===== config.mk =====
export PLATFORM = sky130hd
export DESIGN_NAME = b_format_uop_decoder
export DESIGN_NICKNAME = d
export VERILOG_FILES = /design/src/rtl/b_format_uop_decoder.sv
export SDC_FILE = /design/constraint.sdc
export NUM_CORES = 1
export LEC_CHECK = 0
export CAP_MARGIN = 0
export CORE_AREA = 2 2 197 199
export CTS_CLUSTER_SIZE = 12
export DETAILED_ROUTE_END_ITERATION = 16
export DIE_AREA = 0 0 199 201
export PLACE_DENSITY = 0.64
export SYNTH_ARGS = -nofsm -noshare
export SYNTH_HDL_FRONTEND = slang
export SYNTH_SLANG_ARGS = --single-unit

===== constraint.sdc =====
create_clock -name clock_i -period 5.2 [get_ports clock_i]
set_clock_uncertainty 0.2 [all_clocks]
set_input_delay 1.56 -clock clock_i [delete_from_list [all_inputs] [get_ports clock_i]]
set_output_delay 1.56 -clock clock_i [all_outputs]
set_load 0.02 [all_outputs]

===== src/rtl/b_format_uop_decoder.sv =====
// B-form branch decoder: registers the instruction fields and cracks CTR-decrementing branches into two micro-ops.
// Optional branch-target computation is enabled by defining BFORMAT_TARGET_CALC_EN.
module b_format_uop_decoder #(
   parameter int addressWidth            = 64,
   parameter int instructionWidth        = 32,
   parameter int PidSize                 = 20,
   parameter int TidSize                 = 16,
   parameter int instructionCounterWidth = 64,
   parameter int instMinIdWidth          = 7,
   parameter int opcodeSize              = 6,
   parameter int regSize                 = 5,
   parameter int immediateSize           = 14,
   parameter int formatWidth             = 26,
   parameter int BFormatBit              = 1,
   parameter int BOpcode                 = 16,
   parameter int funcUnitCodeSize        = 3,
   parameter int FXUnitId                = 0,
   parameter int BranchUnitId            = 5
) (
   input  logic                               clock_i,
   input  logic                               reset_n_i,
   input  logic                               enable_i,
   input  logic                               stall_i,
   input  logic [formatWidth-1:0]             instFormat_i,
   input  logic [opcodeSize-1:0]              instructionOpcode_i,
   input  logic [instructionWidth-1:0]        instruction_i,
   input  logic [addressWidth-1:0]            instructionAddress_i,
   input  logic [PidSize-1:0]                 instructionPid_i,
   input  logic [TidSize-1:0]                 instructionTid_i,
   input  logic [instructionCounterWidth-1:0] instructionMajId_i,
   output logic                               busy_o,
   output logic                               enable_o,
   output logic                               invalidOp_o,
   output logic [opcodeSize-1:0]              instructionOpcode_o,
   output logic [addressWidth-1:0]            instructionAddress_o,
   output logic [funcUnitCodeSize-1:0]        functionalUnitType_o,
   output logic [instructionCounterWidth-1:0] instMajId_o,
   output logic [instMinIdWidth-1:0]          instMinId_o,
   output logic [PidSize-1:0]                 instPid_o,
   output logic [TidSize-1:0]                 instTid_o,
   output logic [regSize-1:0]                 BO_o,
   output logic [regSize-1:0]                 BI_o,
   output logic [immediateSize-1:0]           BD_o,
   output logic                               AA_o,
   output logic                               LK_o,
   output logic                               ctrDec_o,
   output logic                               uopIsLast_o,
   output logic [addressWidth-1:0]            targetAddress_o
);

   // Instruction bits are numbered MSB-first (bit 0 = MSB); MSB_POS maps that numbering onto vector indices.
   localparam int MSB_POS = instructionWidth - 1;

   typedef enum logic {IDLE, EMIT_BR} state_t;

   state_t                               state_q, state_d;
   logic                                 enable_q, enable_d;
   logic                                 invalid_q, invalid_d;
   logic [opcodeSize-1:0]                opcode_q, opcode_d;
   logic [addressWidth-1:0]              addr_q, addr_d;
   logic [funcUnitCodeSize-1:0]          fu_q, fu_d;
   logic [instructionCounterWidth-1:0]   maj_q, maj_d;
   logic [instMinIdWidth-1:0]            min_q, min_d;
   logic [PidSize-1:0]                   pid_q, pid_d;
   logic [TidSize-1:0]                   tid_q, tid_d;
   logic [regSize-1:0]                   bo_q, bo_d, bi_q, bi_d;
   logic [immediateSize-1:0]             bd_q, bd_d;
   logic                                 aa_q, aa_d, lk_q, lk_d;
   logic                                 ctr_q, ctr_d, last_q, last_d;
   logic                                 accept;

   assign accept = (state_q == IDLE) && !stall_i && enable_i && instFormat_i[BFormatBit]
                   && (instructionOpcode_i == opcodeSize'(BOpcode));

   always_comb begin
      state_d   = state_q;
      enable_d  = enable_q;
      invalid_d = invalid_q;
      opcode_d  = opcode_q;
      addr_d    = addr_q;
      fu_d      = fu_q;
      maj_d     = maj_q;
      min_d     = min_q;
      pid_d     = pid_q;
      tid_d     = tid_q;
      bo_d      = bo_q;
      bi_d      = bi_q;
      bd_d      = bd_q;
      aa_d      = aa_q;
      lk_d      = lk_q;
      ctr_d     = ctr_q;
      last_d    = last_q;
      if (!stall_i) begin
         enable_d  = 1'b0;
         invalid_d = 1'b0;
         case (state_q)
            IDLE: begin
               if (accept) begin
                  enable_d = 1'b1;
                  opcode_d = instructionOpcode_i;
                  addr_d   = instructionAddress_i;
                  maj_d    = instructionMajId_i;
                  min_d    = '0;
                  pid_d    = instructionPid_i;
                  tid_d    = instructionTid_i;
                  bo_d     = instruction_i[MSB_POS-6 -: regSize];
                  bi_d     = instruction_i[MSB_POS-11 -: regSize];
                  bd_d     = instruction_i[MSB_POS-16 -: immediateSize];
                  aa_d     = instruction_i[MSB_POS-30];
                  lk_d     = instruction_i[MSB_POS-31];
                  // BO[2]=0 means the branch decrements CTR, so crack it into FX + branch micro-ops
                  if (instruction_i[MSB_POS-8]) begin
                     fu_d   = funcUnitCodeSize'(BranchUnitId);
                     ctr_d  = 1'b0;
                     last_d = 1'b1;
                  end else begin
                     fu_d    = funcUnitCodeSize'(FXUnitId);
                     ctr_d   = 1'b1;
                     last_d  = 1'b0;
                     state_d = EMIT_BR;
                  end
               end else if (enable_i && instFormat_i[BFormatBit]) begin
                  invalid_d = 1'b1;
               end
            end
            EMIT_BR: begin
               enable_d = 1'b1;
               fu_d     = funcUnitCodeSize'(BranchUnitId);
               min_d    = instMinIdWidth'(1);
               ctr_d    = 1'b0;
               last_d   = 1'b1;
               state_d  = IDLE;
            end
            default: state_d = IDLE;
         endcase
      end
   end

   always_ff @(posedge clock_i or negedge reset_n_i) begin
      if (!reset_n_i) begin
         state_q   <= IDLE;
         enable_q  <= 1'b0;
         invalid_q <= 1'b0;
         opcode_q  <= '0;
         addr_q    <= '0;
         fu_q      <= '0;
         maj_q     <= '0;
         min_q     <= '0;
         pid_q     <= '0;
         tid_q     <= '0;
         bo_q      <= '0;
         bi_q      <= '0;
         bd_q      <= '0;
         aa_q      <= 1'b0;
         lk_q      <= 1'b0;
         ctr_q     <= 1'b0;
         last_q    <= 1'b0;
      end else begin
         state_q   <= state_d;
         enable_q  <= enable_d;
         invalid_q <= invalid_d;
         opcode_q  <= opcode_d;
         addr_q    <= addr_d;
         fu_q      <= fu_d;
         maj_q     <= maj_d;
         min_q     <= min_d;
         pid_q     <= pid_d;
         tid_q     <= tid_d;
         bo_q      <= bo_d;
         bi_q      <= bi_d;
         bd_q      <= bd_d;
         aa_q      <= aa_d;
         lk_q      <= lk_d;
         ctr_q     <= ctr_d;
         last_q    <= last_d;
      end
   end

`ifdef BFORMAT_TARGET_CALC_EN
   logic [addressWidth-1:0] target_q, target_d, disp_sext;

   // Displacement is BD||0b00, sign-extended to the address width
   assign disp_sext = {{(addressWidth-immediateSize-2){instruction_i[MSB_POS-16]}},
                       instruction_i[MSB_POS-16 -: immediateSize], 2'b00};

   always_comb begin
      target_d = target_q;
      if (accept) begin
         target_d = instruction_i[MSB_POS-30] ? disp_sext : (instructionAddress_i + disp_sext);
      end
   end

   always_ff @(posedge clock_i or negedge reset_n_i) begin
      if (!reset_n_i) target_q <= '0;
      else            target_q <= target_d;
   end

   assign targetAddress_o = target_q;
`else
   assign targetAddress_o = '0;
`endif

   assign busy_o               = (state_q == EMIT_BR);
   assign enable_o             = enable_q;
   assign invalidOp_o          = invalid_q;
   assign instructionOpcode_o  = opcode_q;
   assign instructionAddress_o = addr_q;
   assign functionalUnitType_o = fu_q;
   assign instMajId_o          = maj_q;
   assign instMinId_o          = min_q;
   assign instPid_o            = pid_q;
   assign instTid_o            = tid_q;
   assign BO_o                 = bo_q;
   assign BI_o                 = bi_q;
   assign BD_o                 = bd_q;
   assign AA_o                 = aa_q;
   assign LK_o                 = lk_q;
   assign ctrDec_o             = ctr_q;
   assign uopIsLast_o          = last_q;

endmodule


==> metrics.md <==
| Metric | Value |
|---|---|
| ANT cells | 0 |
| Post-CTS Resized | 0 |
| I/O Buffers | 404 |
| Pwr dens | 286 mW/mm² |
| Hold endpoint | instructionOpcode_o[4] |
| Worst IR Drop VDD | 208 µV |
| Buf/Inv on CP | 3 |
| Critical-path cell list | clkdlybuf4s50_1 > and4bb_2 > nand3_4 > buf_12 > buf_12 > mux2_4 |
| Fin. max-slew vios | 0 |
| First-pass iteration count of the detailed router | 4 |
| Synthesis-stage register bit count | 202 |
| Net Sw Power | 952 µW |
| Synth top area share | 59.4% |
| Top cells by area, synth | dfrtp_1 59%, mux2_4 18%, mux2_1 11% |
| Ys async rst share | 100% |
| Largest net degree at the start of global routing | 102 |
| Initial DRC count | 123 |
| Row count | 72 |
| Final Cell Area | 0.0136 mm² |
| H-tree Lvls | 1 |
| Cell taking the most area after synthesis | dfrtp_1 |
| Grt total ovfl | 0 |
| R2R Path Start | busy_o |
| Leakage power | 0.00659 µW |
| Seq/Total Area, Yosys | 59.4% |
| Gate power share | 14.9% |
| RD Place Congestion | 0.734 |
| Floorplan core area | 0.0381 mm² |
| Worst-Margin Slew | 0.861 ns |
| Critical path startpoint category | input pin |
| TritonCTS clock tree | done |
| Root buffer cell | clkbuf_16 |
| Die W | 199 µm |
| Fin crit period | 3.47 ns |
| DRC viols | 0 |
| Min-Delay Path Depth | 1 |
| First-pass GRT wire length | 32.3 mm |
| WP data required | 5.40 ns |
| Count leader, synth | dfrtp_1 |
| Post-Synthesis Cells | 510 |
| Reg clk slew, reported paths | 0.06 ns |
| Int Power | 2950 µW |
| Avg Inst Size Synth | 16.7 µm² |
| Maximum fanout along the worst path | 31 |
| Arr. time, crit path | 3.67 ns |
| RSZ-0062 raised after global routing | no |
| EDFF count, synth | 0 |
| Total track usage | 10.3% |
| Yosys cell types | 19 |
| Cts hold-fix bufs | 0 |
| Setup violations, final | 0 |
| Fill cell total of the finished layout | 3,683 |
| Multi-input gate area | 0.00295 mm² |
| Clock share of power | 41.9% |
| Via count | 5,398 |
| Chip Height | 201 µm |
| WS Path Type | input pin to flop |
| PnR worst setup slack | 1.73 ns |
| Share of the core filled with cells | 35.7% |
| DIE AREA | 0.0400 mm² |
| Vias in the first global route | 5,731 |
| IO Pins | 507 |
| Crit path top cell by count | buf_12 |
| R2R depth | 5 |
| Critical Path End Type | flop |
| R2R Path End | instTid_o[10] |
| Fmax | 288 MHz |
| Wire per inst | 14.9 µm |
| Routed vias/inst | 3.70 |
| Clock Latency Late Sink | 0.52 ns |
| Syn-to-layout area delta | 60.1% |
| Synth Warn # | 0 |
| Net Sw Frac | 24.4% |
| Max incr delay on CP | 0.48 ns |
| Synth Cell Area | 0.00851 mm² |
| FF+latch area | 0.00505 mm² |
| Dpl cell area | 0.0128 mm² |
| Cell family with most CP delay | buffers and inverters |
| Initial core utilization | 22.3% |
| Sequential power share | 43.2% |
| CTS Buf Count | 24 |
| Hold WC Path Type | flop to flop |
| Fin. Hold Viols | 0 |
| Antenna viol nets, final | 0 |
| Detailed Place HPWL | 16.0 mm |
| Post-layout nets | 1,157 |
| R2r setup slk | 2.83 ns |
| CTS Sinks | 202 |
| CTS max path bufs | 3 |
| Post-synth top flop | dfrtp_1 |
| Hold path start | instructionOpcode_o[4] |
| Setup TNS | 0 ns |
| Hold Slack | 0.267 ns |
| Synth cell count leaders | 202 x dfrtp_1, 100 x mux2_4, 80 x mux2_1 |
| Antenna violations before repair | 0 |
| Share of layout cells above drive strength 1 | 17.4% |
| Post-CTS setup buffers | 0 |
| Outcome | finished, final reports clean |
| Wirelength, routed | 21.7 mm |
| Final period util | 66.7% |
| Max stage delay cell, worst path | clkdlybuf4s50_1 |
| Place WS | 1.20 ns |
| Max Cap Viol | 0 |
| Rel. slew slack | 42.6% |
-- placed cells by master, fill, tap and decap left out --
master,instances
clkbuf_8,10
mux2_4,100
mux2i_1,1
nand3_4,1
nand3_1,1
nand2_1,4
nor2b_1,1
buf_12,5
dfrtp_1,202
nor4_4,1
a22o_1,1
clkinv_2,2
clkbuf_1,4
clkinv_8,1
mux2_1,80
a21bo_2,1
clkdlybuf4s50_1,403
o21ai_0,1
nand2b_1,3
and2_1,5
conb_1,71
and4bb_2,1
buf_4,5
mux2_2,11
clkbuf_16,24
clkinvlp_4,2
-- worst max path at each step --
stage | start | to | slack [ns] | cells after the start
after floorplan | instructionOpcode_i[1] | AA_o | 2.28 | 5
after global placement | instructionOpcode_i[1] | instMajId_o[6] | 1.22 | 6
after detailed placement | stall_i | instTid_o[10] | 1.20 | 6
after CTS | stall_i | instMajId_o[12] | 1.77 | 6
after global routing | stall_i | instTid_o[11] | 1.67 | 6
final | stall_i | instTid_o[10] | 1.73 | 6
-- layout make-up --
| type | instances | share of cell area, % |
|---|---|---|
| Clock buffer | 37 | 5.43 |
| Clock inverter | 5 | 0.303 |
| Sequential cell | 202 | 37.1 |
| Timing Repair Buffer | 414 | 30.7 |
| Multi-Input combinational cell | 283 | 21.7 |
| Tap cell | 518 | 4.76 |
-- kinds of logic after synthesis --
group	Yosys count	synth area share, %
AND/OR/NAND/NOR	17	1.35
flip-flops	202	59.4
buffers and inverters	95	9.12
multiplexers	192	29.8
AO/OA/AOI/OAI	3	0.279
other	1	0.0441
-- per-layer routing --
metal	global-route usage [%]	vias up	routed length, µm
met2	17.5	270	10600
met5	0	-	0
li1	-	2429	-
met4	3.41	0	477
met3	3.56	33	2230
met1	12.0	2666	8370
-- per-stage QoR --
| stage | power (µW) | std cells |
|---|---|---|
| 6_report | 3900 | 1459 |
| 5_1_grt | 4080 | 1459 |
| 4_1_cts | 3980 | 1459 |
| 3_5_place_dp | 2300 | 1417 |
| 3_3_place_gp | 2290 | 1417 |
| 2_1_floorplan | 1980 | 580 |
-- power by group through the flow --
| stage | clock network (µW) | logic (µW) | registers (µW) |
|---|---|---|---|
| floorplan | 0 | 173 | 1800 |
| global placement | 0 | 583 | 1710 |
| detailed placement | 0 | 588 | 1710 |
| CTS | 1700 | 590 | 1690 |
| global route | 1770 | 617 | 1690 |
| finish | 1630 | 581 | 1690 |
-- state kept, by name (all words and copies together) (netlist names) --
register and cells:
functionalUnitType_o 1, BI_o 5, instructionOpcode_o 6, LK_o 1, enable_o 1, BD_o 14
instMajId_o 64, instPid_o 20, instructionAddress_o 64, instMinId_o 1, BO_o 5, ctrDec_o 1
invalidOp_o 1, AA_o 1, instTid_o 16, busy_o 1
(Power assumes the default switching activity.)
